[src/rtl/ram_dualport_sync_param.sv]
// Parametrised single-clock simple dual-port RAM with per-byte write enables,
// selectable read-during-write behaviour and a sequenced clear sweep.
module ram_dualport_sync_param #(
    parameter int DATA_WIDTH = 16,
    parameter int ADDR_SIZE  = 3,
    parameter int BYTE_W     = 8,
    parameter int RDW_MODE   = 0,
    parameter logic [DATA_WIDTH-1:0] CLEAR_VAL = '0,
    localparam int DEPTH  = 2**ADDR_SIZE,
    localparam int NUM_BE = DATA_WIDTH/BYTE_W
) (
    input  logic                  clk,
    input  logic                  clr_n,
    input  logic                  init,
    output logic                  busy,
    input  logic                  we,
    input  logic [ADDR_SIZE-1:0]  wr_addr,
    input  logic [NUM_BE-1:0]     be,
    input  logic [DATA_WIDTH-1:0] data_in,
    input  logic                  re,
    input  logic [ADDR_SIZE-1:0]  rd_addr,
    output logic [DATA_WIDTH-1:0] data_out,
    output logic                  rd_valid,
    output logic                  collision
);

    typedef enum logic {IDLE = 1'b0, CLEAR = 1'b1} state_t;

    state_t                  state_q;
    state_t                  state_d;
    logic [ADDR_SIZE-1:0]    ptr_q;
    logic [DATA_WIDTH-1:0]   mem [DEPTH];

    logic                    idle;
    logic                    wr_go;
    logic                    rd_go;
    logic                    same_addr;
    logic [DATA_WIDTH-1:0]   merged_wr;

    function automatic logic [DATA_WIDTH-1:0] merge_lanes(
        input logic [DATA_WIDTH-1:0] old_word,
        input logic [DATA_WIDTH-1:0] new_word,
        input logic [NUM_BE-1:0]     lane_en
    );
        logic [DATA_WIDTH-1:0] res;
        res = old_word;
        for (int k = 0; k < NUM_BE; k++) begin
            if (lane_en[k]) begin
                res[k*BYTE_W +: BYTE_W] = new_word[k*BYTE_W +: BYTE_W];
            end
        end
        return res;
    endfunction

    // State register; ptr wraps to 0 on its own at the end of a sweep
    always_ff @(posedge clk) begin
        if (!clr_n) begin
            state_q <= CLEAR;
            ptr_q   <= '0;
        end else begin
            state_q <= state_d;
            if (state_q == CLEAR) begin
                ptr_q <= ptr_q + 1'b1;
            end else if (init) begin
                ptr_q <= '0;
            end
        end
    end

    always_comb begin
        state_d = state_q;
        case (state_q)
            IDLE:    if (init) state_d = CLEAR;
            CLEAR:   if (ptr_q == ADDR_SIZE'(DEPTH-1)) state_d = IDLE;
            default: state_d = CLEAR;
        endcase
    end

    always_comb begin
        busy = (state_q == CLEAR);
    end

    assign idle      = (state_q == IDLE);
    assign wr_go     = idle & we;
    assign rd_go     = idle & re;
    assign same_addr = wr_go & rd_go & (wr_addr == rd_addr);
    assign merged_wr = merge_lanes(mem[wr_addr], data_in, be);

    // Storage: sweep has priority and user writes are blocked while it runs
    always_ff @(posedge clk) begin
        if (clr_n) begin
            if (state_q == CLEAR) begin
                mem[ptr_q] <= CLEAR_VAL;
            end else if (wr_go) begin
                mem[wr_addr] <= merged_wr;
            end
        end
    end

    // Read stage: merged_wr is the word memory will hold after this edge
    always_ff @(posedge clk) begin
        if (!clr_n) begin
            data_out  <= '0;
            rd_valid  <= 1'b0;
            collision <= 1'b0;
        end else begin
            rd_valid  <= rd_go;
            collision <= same_addr;
            if (rd_go) begin
                data_out <= ((RDW_MODE != 0) && same_addr) ? merged_wr : mem[rd_addr];
            end
        end
    end

endmodule

[config.mk]
export PLATFORM = sky130hd
export DESIGN_NAME = ram_dualport_sync_param
export DESIGN_NICKNAME = d
export VERILOG_FILES = /design/src/rtl/ram_dualport_sync_param.sv
export SDC_FILE = /design/constraint.sdc
export NUM_CORES = 1
export LEC_CHECK = 0
export ABC_AREA = 0
export CAP_MARGIN = 10
export CORE_AREA = 2 2 112 114
export CTS_CLUSTER_DIAMETER = 40
export CTS_CLUSTER_SIZE = 10
export DETAILED_ROUTE_END_ITERATION = 10
export DIE_AREA = 0 0 114 116
export PLACE_DENSITY = 0.75
export SETUP_SLACK_MARGIN = 0.2
export SLEW_MARGIN = 20
export SYNTH_ARGS = -nofsm -noshare
export SYNTH_HDL_FRONTEND = slang
export SYNTH_SLANG_ARGS = --single-unit
[constraint.sdc]
create_clock -name clk -period 1.8 [get_ports clk]
set_clock_uncertainty 0.1 [all_clocks]
set_input_delay 0.36 -clock clk [delete_from_list [all_inputs] [get_ports clk]]
set_output_delay 0.36 -clock clk [all_outputs]
set_load 0.01 [all_outputs]
After elaboration in Yosys (flattened, before gate mapping):

Memory sizes are Yosys's and may differ from the RTL's. A register that Yosys moved wholly into a read port is not among the register bits.
Cells that the tools add are included.

* add/sub/neg operators: 1
* equal/unequal tests: 4
* muxes and demuxes: 17
* bitwise logic cells: 5
* reductions and logical operators: 5

Operators with widths (count)
* 16-bit two-way mux: 1
* 8-bit two-way mux: 2
* 16-bit OR reduction: 1
* 1-bit two-way mux: 9
* 3-bit two-way mux: 3
* 1-bit AND: 4
* 2-bit AND reduction: 2
* 3-bit by 1-bit adder with 3-bit output (second input constant): 1
* 3-bit equality test: 1
* 3-bit equality test (second input constant): 1
* 2-bit two-way mux: 1
* 1-bit != test (second input constant): 2
* 1-bit one-hot mux with 2 select lines: 1
* 2-bit nonzero test: 1
* 1-bit zero test: 1
* 1-bit NOT: 1

* register bits after elaboration: 6
* bits in writable memories: 128
* bits of input ports: 29
* output and inout bits: 19
* logic and storage cells: 37
* memories: 1

Memory list
* mem: depth 8, bits a word 16, read ports 1, clocked after Yosys merged registers in 1, wr ports 1, RTL line 32 `logic [DATA_WIDTH-1:0] mem [DEPTH];`

Longest topological paths before layout:

* word-level depth: 9
* mapped depth: 6
* mapped depth without buffers: 4

Least setup slack after synthesis:

Ideal clock, no wire load.

* path kind: flip-flop to flip-flop
* from: reg state_q (netlist: busy)
* to: mem mem[6][0], enable pin
* setup time: 0.370 ns
* data arrival time: 1.495 ns
* required time: 1.330 ns
* slack: -0.165 ns
* cell stages (with the launch flop): 5
* buffers on the path: 0
* clock period less this slack: 1.965 ns
* path through: dfxtp_1 > nand3b_2 > nor2_4 > mux2_1 > nor2_1

* longest elaborated chain between the ends: 9
* elaborated cells between the ends (all ways): 14
* classes of those cells: mux (9); bitwise (2); reduce/logical (3)

RTL lines
* from (decl): RTL line 29 `state_t state_q;`
* from (signal assigned): RTL line 61 `state_q <= state_d;`
* 1-bit NOT
* 1-bit AND: RTL line 84 `assign wr_go = idle & we;`
* 1-bit two-way mux: RTL line 94 `end else if (wr_go) begin`
* 1-bit two-way mux: RTL line 92 `if (state_q == CLEAR) begin`
* 1-bit two-way mux: RTL line 91 `if (clr_n) begin`
* 1-bit two-way mux (not written as such): RTL line 95 `mem[wr_addr] <= merged_wr;`
* 2-bit AND reduction (no line)
* 16-bit OR reduction (no line)
* 3-bit two-way mux (no line) or 2-bit two-way mux (tied branches)
* to (decl): RTL line 32

Parallel ways exist; a longest one is shown, timed or not.

Worst setup path in the final report:

* from: in wr_addr[2]
* to: mem mem[1][2], enable pin

* longest elaborated chain between the ends: 1

RTL lines
* from (decl): RTL line 17 `input logic [ADDR_SIZE-1:0] wr_addr,`
* 3-bit two-way mux (no line)

Every way passes these cells.

==> flow_summary.ini <==
[logic_synthesis]
postSynth.asyncResetShare = 0
ys.warnings.count = 0
synthMostInstantiatedCell = edfxtp_1
post_synth_fa_ha_maj_area_fraction = 0.00405
ys_seq_elements = 150
mappedNetlistArea_um2 = 6180
synthSimpleGateAreaFrac = 0.0756
post-synth-top-area-fraction = 0.622
synth_mux_area_frac = 0.119
synth.yosys.seq_area_share = 0.694
syn_inst = 412
syn-num-nets = 443
synth_commonest_cells = edfxtp_1, mux2i_1, nor2_1, a22oi_1, dfxtp_1
top_flip_flop_cell_by_instance_count_after_synthesis = edfxtp_1
synth-compound-area-share = 0.0697
synth_area_leader_cell = edfxtp_1
synth_enable_flop_cells = 128
synth_top_cells_by_area = edfxtp_1, mux2i_1, dfxtp_1
synthXorXnorAreaFrac = 0.00425
largest_family_of_logic_cells_by_synthesized_area = multiplexers
postSynthAreaPerCell_um2 = 15.0
synth.distinct_cells = 34

[die]
die_w_um = 114
starting_density = 0.518
rows = 40
floorplan.core_area_um2 = 11900
dieArea_um2 = 13200
fp.dieH_um = 116
ioPinCount = 48

[power_and_ir_drop]
share_clk_of_total_power = 0.443
leakagePower_uw = 0.00329
combPwrFrac = 0.070
p_sw_uw = 1730
swShare = 0.221
cellInternalPower_uw = 6110
ir_drop_v = 0.000619
cellPowerDensity_nw_per_um2 = 958
power_frac_seq = 0.487

[clock_tree]
htreeDepth = 4
ctsHoldBuffers = 0
clk-insertion-delay-late_ns = 0.42
clock_sink_count = 150
cts.path.max_buffers = 2
clock_tree_from_tritoncts = yes
cts_made_buffers = 17
worst_setup_hold_path_clk_slew_ns = 0.07
clk_root_buffer_cell = clkbuf_16

[route]
final_antenna_net_count = 0
initialDrtViolationCount = 442
detailroute.via_count = 3891
drt_drc_violations_left = 0
detail_route.vias_per_cell = 5.75
routed_wl_um = 14400
detail_route.first_pass.iterations = 8
drt-wirelength-per-cell_um = 21.3

[worst_setup_path]
r2r_start = busy$_SDFF_PN1_
critPathKind = in -> reg
critical_path_arrival_ns = 1.84
worstRegToRegCells = 7
crit_path_start = wr_addr[2]
reg_to_reg_setup_timing_slack_ns = 0.02
required_worst_endpoint_ns = 1.84
cp_max_fo = 6
worstReg2RegEnd = mem[1][13]$_DFFE_PP_
endpoint_kind = flop
crit_path_start_kind = input port

[sta]
fin_setup_tns_ns = -0.000591
final-max-slew-violation-count = 0
setup_viol = 2
timing.final.hold_violations = 0
tightestPinTransition_ns = 0.387
timing.final.ws_setup_ns = -0.000364
grt_setup_unrepaired = yes
layout_worst_path_cycle_share = 1.00
layout_min_cycle_time_ns = 1.80
worst_case_headroom_to_the_max_slew_limit = 0.737
maxClockFrequency_ghz = 0.555

[min_path]
hp-class = in -> reg
timing.hold.worst_endpoint = collision$_SDFF_PN0_
holdPathStages = 4
hold_start = clr_n

[placed_design]
dpl.hpwl_um = 8960
place_ws_ns = -0.537
placed_cells = 640
port-buffer-count = 47
global_placer_s_final_weighted_congestion = 0.808

[layout]
diodes = 0
finalNonFillerCells = 677
final_core_util = 0.688
fin_nets = 548
layout-area-overhead-vs-synth_pct = 32.6
layout-drive-gt1-share = 0.275

[grt]
initial_antenna_violation_count = 0
grt_first_pass_wirelength_um = 22600
grt-ovfl-total = 0
grt_pass1_vias = 3990
grt_max_degree = 24
grtUsageTotal = 0.234

[status]
failed_checks = negative setup slack
outcome = finished with violations

[job]
cap_viol_max_count = 0
## layout by cell type (no fill, tap or decap), types with 4 or more instances in the layout
master / synthesis / final
o21ai_0: 17 / 17
a22oi_1: 32 / 32
nor2_1: 36 / 19
dlygate4sd2_1: 0 / 22
nor2_4: 1 / 16
edfxtp_1: 128 / 128
and2_4: 0 / 12
dfxtp_1: 22 / 19
clkdlybuf4s50_1: 0 / 19
buf_6: 4 / 7
buf_4: 2 / 40
nand2_1: 5 / 4
a21oi_1: 18 / 17
dlymetal6s2s_1: 0 / 4
mux2i_1: 71 / 67
clkbuf_16: 0 / 17
and2_1: 18 / 6
buf_12: 2 / 20
clkinv_4: 0 / 4
nor3b_1: 8 / 6
nor2b_1: 5 / 4
## power by group through the flow
stage / registers [uW] / logic, uW / clock network [uW]
3_3_place_gp: 3890 / 498 / 0
5_1_grt: 3820 / 586 / 3640
4_1_cts: 3820 / 540 / 3500
2_1_floorplan: 3880 / 289 / 0
3_5_place_dp: 3890 / 513 / 0
6_report: 3820 / 551 / 3480
## worst max path at each step
stage | end
global route | mem[3][7]$_DFFE_PP_
CTS | mem[5][2]$_DFFE_PP_
floorplan | mem[1][10]$_DFFE_PP_
finish | mem[1][2]$_DFFE_PP_
detailed placement | mem[2][11]$_DFFE_PP_
global placement | mem[6][5]$_DFFE_PP_
## area by class of cell
type                            instances  area [um2]
Clock buffer                           17         425
Clock inverter                         15         154
Fill cell                             773        3720
Multi-Input combinational cell        234        1910
Sequential cell                       150        4290
Tap cell                              147         184
Timing Repair Buffer                  114        1230
## stage by stage
stage                     power [uW]  cell area [um2]  hold WS (ns)
after floorplan                 4170             6290         0.388
after global placement          4390             7410         0.408
after detailed placement        4400             7410         0.416
after CTS                       7860             8100         0.388
after global routing            8060             8190         0.414
final                           7850             8190         0.408
## registers in the layout (all words and copies together), names as in the netlist
register	count
ptr_q	3
rd_valid	1
collision	1
busy	1
mem	128
data_out	16
## logic make-up (layout without fill, tap and decap cells)
kind of cell / Yosys count / after routing
simple gates: 87 / 87
buf+inv: 28 / 146
xor+xnor: 3 / 3
fa+ha+maj: 2 / 2
flops: 150 / 150
compound gates: 69 / 69
mux: 73 / 73
## timing repair
item                                    CTS  global route
endpoints found under the setup margin  211           256
resized for setup                        47            27
buffers inserted                          3             2
pin swaps                                 7             4
## worst max-delay path, stage by stage
cell and delay (ns):
clkdlybuf4s50_1 0.51, buf_4 0.19, nor3b_1 0.23, mux2i_1 0.12
buf_4 0.17, nor2_4 0.12, buf_12 0.13
## layer usage
layer / up-vias / routed length, um / global-route usage
li1: 1765 / - / -
met2: 191 / 7170 / 0.371
met1: 1903 / 5900 / 0.313
met3: 32 / 1010 / 0.0649
met5: - / 0 / 0
met4: 0 / 335 / 0.0846
(Power assumes the default switching activity.)
==> patch 1, RTL diff (config.mk and constraints unchanged) <==
Add an input register stage for `data_in`; this delays it by one clock. The other inputs are not delayed to match.
--- a/src/rtl/ram_dualport_sync_param.sv
+++ b/src/rtl/ram_dualport_sync_param.sv
@@ -26,4 +26,10 @@
 
     typedef enum logic {IDLE = 1'b0, CLEAR = 1'b1} state_t;
+
+    logic [DATA_WIDTH-1:0] data_q;
+
+    always_ff @(posedge clk) begin
+        data_q <= data_in;
+    end
 
     state_t                  state_q;
@@ -85,5 +91,5 @@
     assign rd_go     = idle & re;
     assign same_addr = wr_go & rd_go & (wr_addr == rd_addr);
-    assign merged_wr = merge_lanes(mem[wr_addr], data_in, be);
+    assign merged_wr = merge_lanes(mem[wr_addr], data_q, be);
 
     // Storage: sweep has priority and user writes are blocked while it runs
Function: changed (a bounded check fails within 4 cycles, from zero or initial values).
==> patch 1 against the unedited design <==
  * First-iteration DRC count shrank 20%
  * Clock power shrank 1%
  * Combinational power shrank 6.9%
  * Sequential cell count grew 16
  * Worst hold slack lost 0.14 ns
  * Routed wire length shrank 1.4%
  * Sequential power grew 9.7%
  * Sequential share of layout area grew 2.5 points
  * Utilization grew 1.7 points
  * Final area grew 2.5%
  * Synthesized area grew 5.2%
  * Total power grew 3.8%
  * Worst setup slack gained 0.057 ns
  * Largest cell class unchanged
==> patch 1: results (changes against the unedited design) <==
Yosys cell types=33 (-2.9%); Layout fillers=760 (-1.7%); RD Place Congestion=0.8035 (-0.50%); Reg2Reg Depth=8 (+1); synthesized net count=459 (+3.6%); placed inst area=7596 um^2 (+2.6%); post-synthesis sequential area ratio=70.88% (+1.5 points); Peak VDD IR=675.3 uV (+9.2%); Syn Area/Cell=15.18 um^2 (+1.3%); Total Nets Final=547 (-0.18%); GR Util All Layers=22.85% (-0.55 points); first-pass GRT wire length=21.74 mm (-3.6%); top cells by count, synth=edfxtp_1, mux2i_1, dfxtp_1, nor2_1, a22oi_1; Min-Delay Path Depth=1 (-3); worst-path fanout max=8 (+2); outcome=finished clean; CP peak stage delay=0.32 ns (-0.19 ns); vias in the first global route=3,977 (-0.33%); drt total wl=14.21 mm (-1.4%); pre-CTS setup slack=-0.5357 ns (+0.0008630 ns); Vias=3,921 (+0.77%); vias per std cell=5.800 (+0.92%); Lkg Pwr=3.347 nW (+1.8%); placed cells=637 (-0.47%); pin count of the biggest net entering global routing=26 (+8.3%); Final HPWL DP=8.986 mm (+0.28%); Regs by FF count=mem (128), data_out (16), data_q (16); synth top area cells=edfxtp_1, dfxtp_1, mux2i_1; max_slew headroom=73.26% (-0.44 points); Slowest cell on crit path=dfxtp_2; Detailed Route Iter0 Violations=354 (-20%)
## patch 1: worst reg2reg max path: stages (launching register included)
cell and delay, ns:
dfxtp_2 0.32, nand3b_4 0.16, nor2_4 0.12, buf_4 0.15, buf_16 0.11, mux2i_1 0.07, buf_4 0.15, nor2_4 0.12
buf_12 0.14
## patch 1: final timing paths
| kind | endpoint | start | slack (ns) |
|---|---|---|---|
| worst max-delay path | mem[5][12] | busy | 0.06 |
| worst min-delay path | data_q[15] | data_in[15] | 0.27 |
| worst max register to register | mem[5][12] | busy | 0.06 |
| worst min register to register | data_out[0] | data_out[0] | 0.42 |
## patch 1: where the power goes
part	total [mW]	internal (mW)	switching (mW)
Combinational	0.513	0.244	0.269
Clock	3.44	1.83	1.61
Sequential	4.19	4.16	0.0327
## patch 1: cell families (layout without fill, tap and decap cells)
| family | count (synthesis) | in the layout | synth area share, % |
|---|---|---|---|
| buffers and inverters | 28 | 129 | 3.236 |
| adders and majority gates | 2 | 2 | 0.3851 |
| xor gates and xnor gates | 3 | 3 | 0.4045 |
| and+or+nand+nor | 87 | 87 | 7.184 |
| DFF | 166 | 166 | 70.88 |
| AOI/OAI and AO/OA | 69 | 69 | 6.626 |
| muxes | 73 | 73 | 11.29 |
## patch 1: routing by layer
layer / vias to the layer above / part of all wire, % / track usage [%]
li1: 1790 / - / -
met1: 1968 / 42 / 29.57
met2: 144 / 51 / 37.78
met3: 19 / 6.5 / 5.962
met4: 0 / 1.4 / 8.049
met5: - / 0 / 0
## patch 1: final cells by class
cell class | instances | area [um^2] | area share, %
clock inverter | 15 | 135.1 | 1.610
tap | 147 | 183.9 | 2.191
multi-input combinational | 234 | 1948 | 23.21
timing repair buffer | 97 | 1094 | 13.03
sequential | 166 | 4608 | 54.90
clock buffer | 17 | 425.4 | 5.068
## patch 1: what timing repair did
item                                    4_1_cts  5_1_grt
buffers inserted                              5        1
resized for setup                            60       20
gates cloned                                  1        0
pin swaps                                     8        4
endpoints found under the setup margin      195      245
hold endpoints to repair                      0        0
==> patch 2, RTL diff (same settings) <==
Made on the original files. Change the parameter `BYTE_W` from 8 to 10.
--- a/src/rtl/ram_dualport_sync_param.sv
+++ b/src/rtl/ram_dualport_sync_param.sv
@@ -4,5 +4,5 @@
     parameter int DATA_WIDTH = 16,
     parameter int ADDR_SIZE  = 3,
-    parameter int BYTE_W     = 8,
+    parameter int BYTE_W     = 10,
     parameter int RDW_MODE   = 0,
     parameter logic [DATA_WIDTH-1:0] CLEAR_VAL = '0,
Ports: changed (resized be); port bits go from 48 to 47. No check against the original RTL was run, so the function may have changed too.
==> patch 2 against the unedited design <==
  * The run still ends with setup timing left
  * Routed wire length decreased by 41%
  * Via count shrank 39%
  * Global-route usage shrank 9.7 points
  * Synthesized area shrank 36%
  * Sequential cell count fell by 54
  * Utilization down 25 points
  * Final cell count decreased by 28%
  * Total power down 41%
  * Final area shrank 36%
  * Register-to-register slack worse by 0.06 ns
  * Worst setup slack worse by 0.037 ns
  * Critical endpoint is now mem[5][6]
  * Largest power group unchanged
==> patch 2: results (changes against the unedited design) <==
outcome=complete, but fails checks; failing checks=setup timing; vias in the first global route=2,459 (-38%); final setup margin=-0.03769 ns (-0.03732 ns); total CTS buffers=9 (-8); Final HPWL DP=5.626 mm (-37%); placed cells=459 (-28%); post-synthesis xor/xnor area fraction=0.6660% (+0.24 points); r2r endpoint=mem[5][6]; routed length on met2=4.355 mm (-39%); share of cells above drive strength 1=25.59% (-2.0 points); vias per std cell=4.901 (-15%); Non-Filler Instances=487 (-28%); drt total wl=8.546 mm (-41%); Regs by FF count=mem (80), data_out (10), ptr_q (3); post-synthesis sequential area ratio=69.01% (-0.35 points); H-tree Lvls=3 (-1); first-pass GRT wire length=13.16 mm (-42%); Peak VDD IR=461.4 uV (-25%); mux share of post-synthesis cell area=10.15% (-1.7 points); complex-gate fraction of the synthesized area=7.866% (+0.90 points); setup violators final=40 (+38); synth top area cells=edfxtp_1, mux2i_1, dfxtp_1; DRT Pass-1 Iters=5 (-3); Layout fillers=1,052 (+36%); GR Util All Layers=13.68% (-9.7 points); met1 wire length=3.522 mm (-40%); Yosys cell types=31 (-8.8%); TNS Setup=-0.7831 ns (-0.7825 ns); Post-synth EDFFs=80 (-38%); top cells by count, synth=edfxtp_1, mux2i_1, a22oi_1, dfxtp_1, a21oi_1; Worst R2R Setup Slack=-0.04 ns (-0.06 ns); Sw Share=20.85% (-1.3 points); RD Place Congestion=0.7786 (-3.6%); Synth Area in Adders=0.6343% (+0.23 points); min-delay src=data_out[2]; port bufs=34 (-28%); worst hold path class=flip-flop to flip-flop; Syn Area/Cell=14.78 um^2 (-1.4%); Lkg Pwr=2.106 nW (-36%)
-- patch 2: worst max-delay path, stage by stage, from the launching register on --
cell	delay [ns]
dfxtp_2	0.32
and4b_2	0.28
buf_6	0.14
buf_12	0.12
nor3b_4	0.23
a31oi_4	0.08
nor2_4	0.13
buf_12	0.14
-- patch 2: stage by stage --
stage               setup WS, ns  hold WS, ns  area (um^2)
floorplan                 0.1862       0.3882         4065
global placement         -0.4638       0.4224         4710
detailed placement       -0.5075       0.4317         4710
CTS                     0.007117       0.4501         5228
global route             -0.1039       0.4737         5240
finish                  -0.03769       0.4402         5240
-- patch 2: timing repair --
action | CTS | global route
pin swaps | 8 | 3
setup buffers | 10 | 1
endpoints found under the setup margin | 183 | 137
hold endpoints to repair | 0 | 0
gates cloned | 1 | 0
resized for setup | 51 | 7
-- patch 2: worst max-delay path by stage --
stage	start	to
2_1_floorplan	busy	mem[0][0]
3_3_place_gp	clr_n	mem[5][1]
3_5_place_dp	clr_n	mem[5][6]
4_1_cts	busy	mem[5][2]
5_1_grt	busy	mem[4][4]
6_report	busy	mem[5][6]
-- patch 2: cell families (layout without fill, tap and decap cells) --
| group | Yosys count | in the layout |
|---|---|---|
| compound gates | 50 | 50 |
| simple gates | 53 | 53 |
| flops | 96 | 96 |
| mux | 40 | 40 |
| xor+xnor | 3 | 3 |
| other cells | 1 | 6 |
| fa+ha+maj | 2 | 2 |
| buf+inv | 22 | 90 |
-- patch 2: power groups by stage --
stage | registers [mW] | logic, mW | clock network, mW
floorplan | 2.48 | 0.209 | 0
global placement | 2.48 | 0.320 | 0
detailed placement | 2.49 | 0.329 | 0
CTS | 2.44 | 0.374 | 1.86
global route | 2.44 | 0.404 | 1.95
finish | 2.44 | 0.375 | 1.83
-- patch 2: layer usage --
layer  global-route usage [%]  up-vias
met5                        0        -
met1                    17.07     1178
met2                    22.98       73
met4                    4.390        0
met3                    4.079        6
li1                         -     1130
-- patch 2: area by class of cell --
class,count,share of cell area (%)
clock inverter,6,1.146
multi-input combinational,154,23.95
timing repair buffer,72,14.90
inverter,2,0.1433
sequential,96,51.98
tap,147,3.510
clock buffer,10,4.370
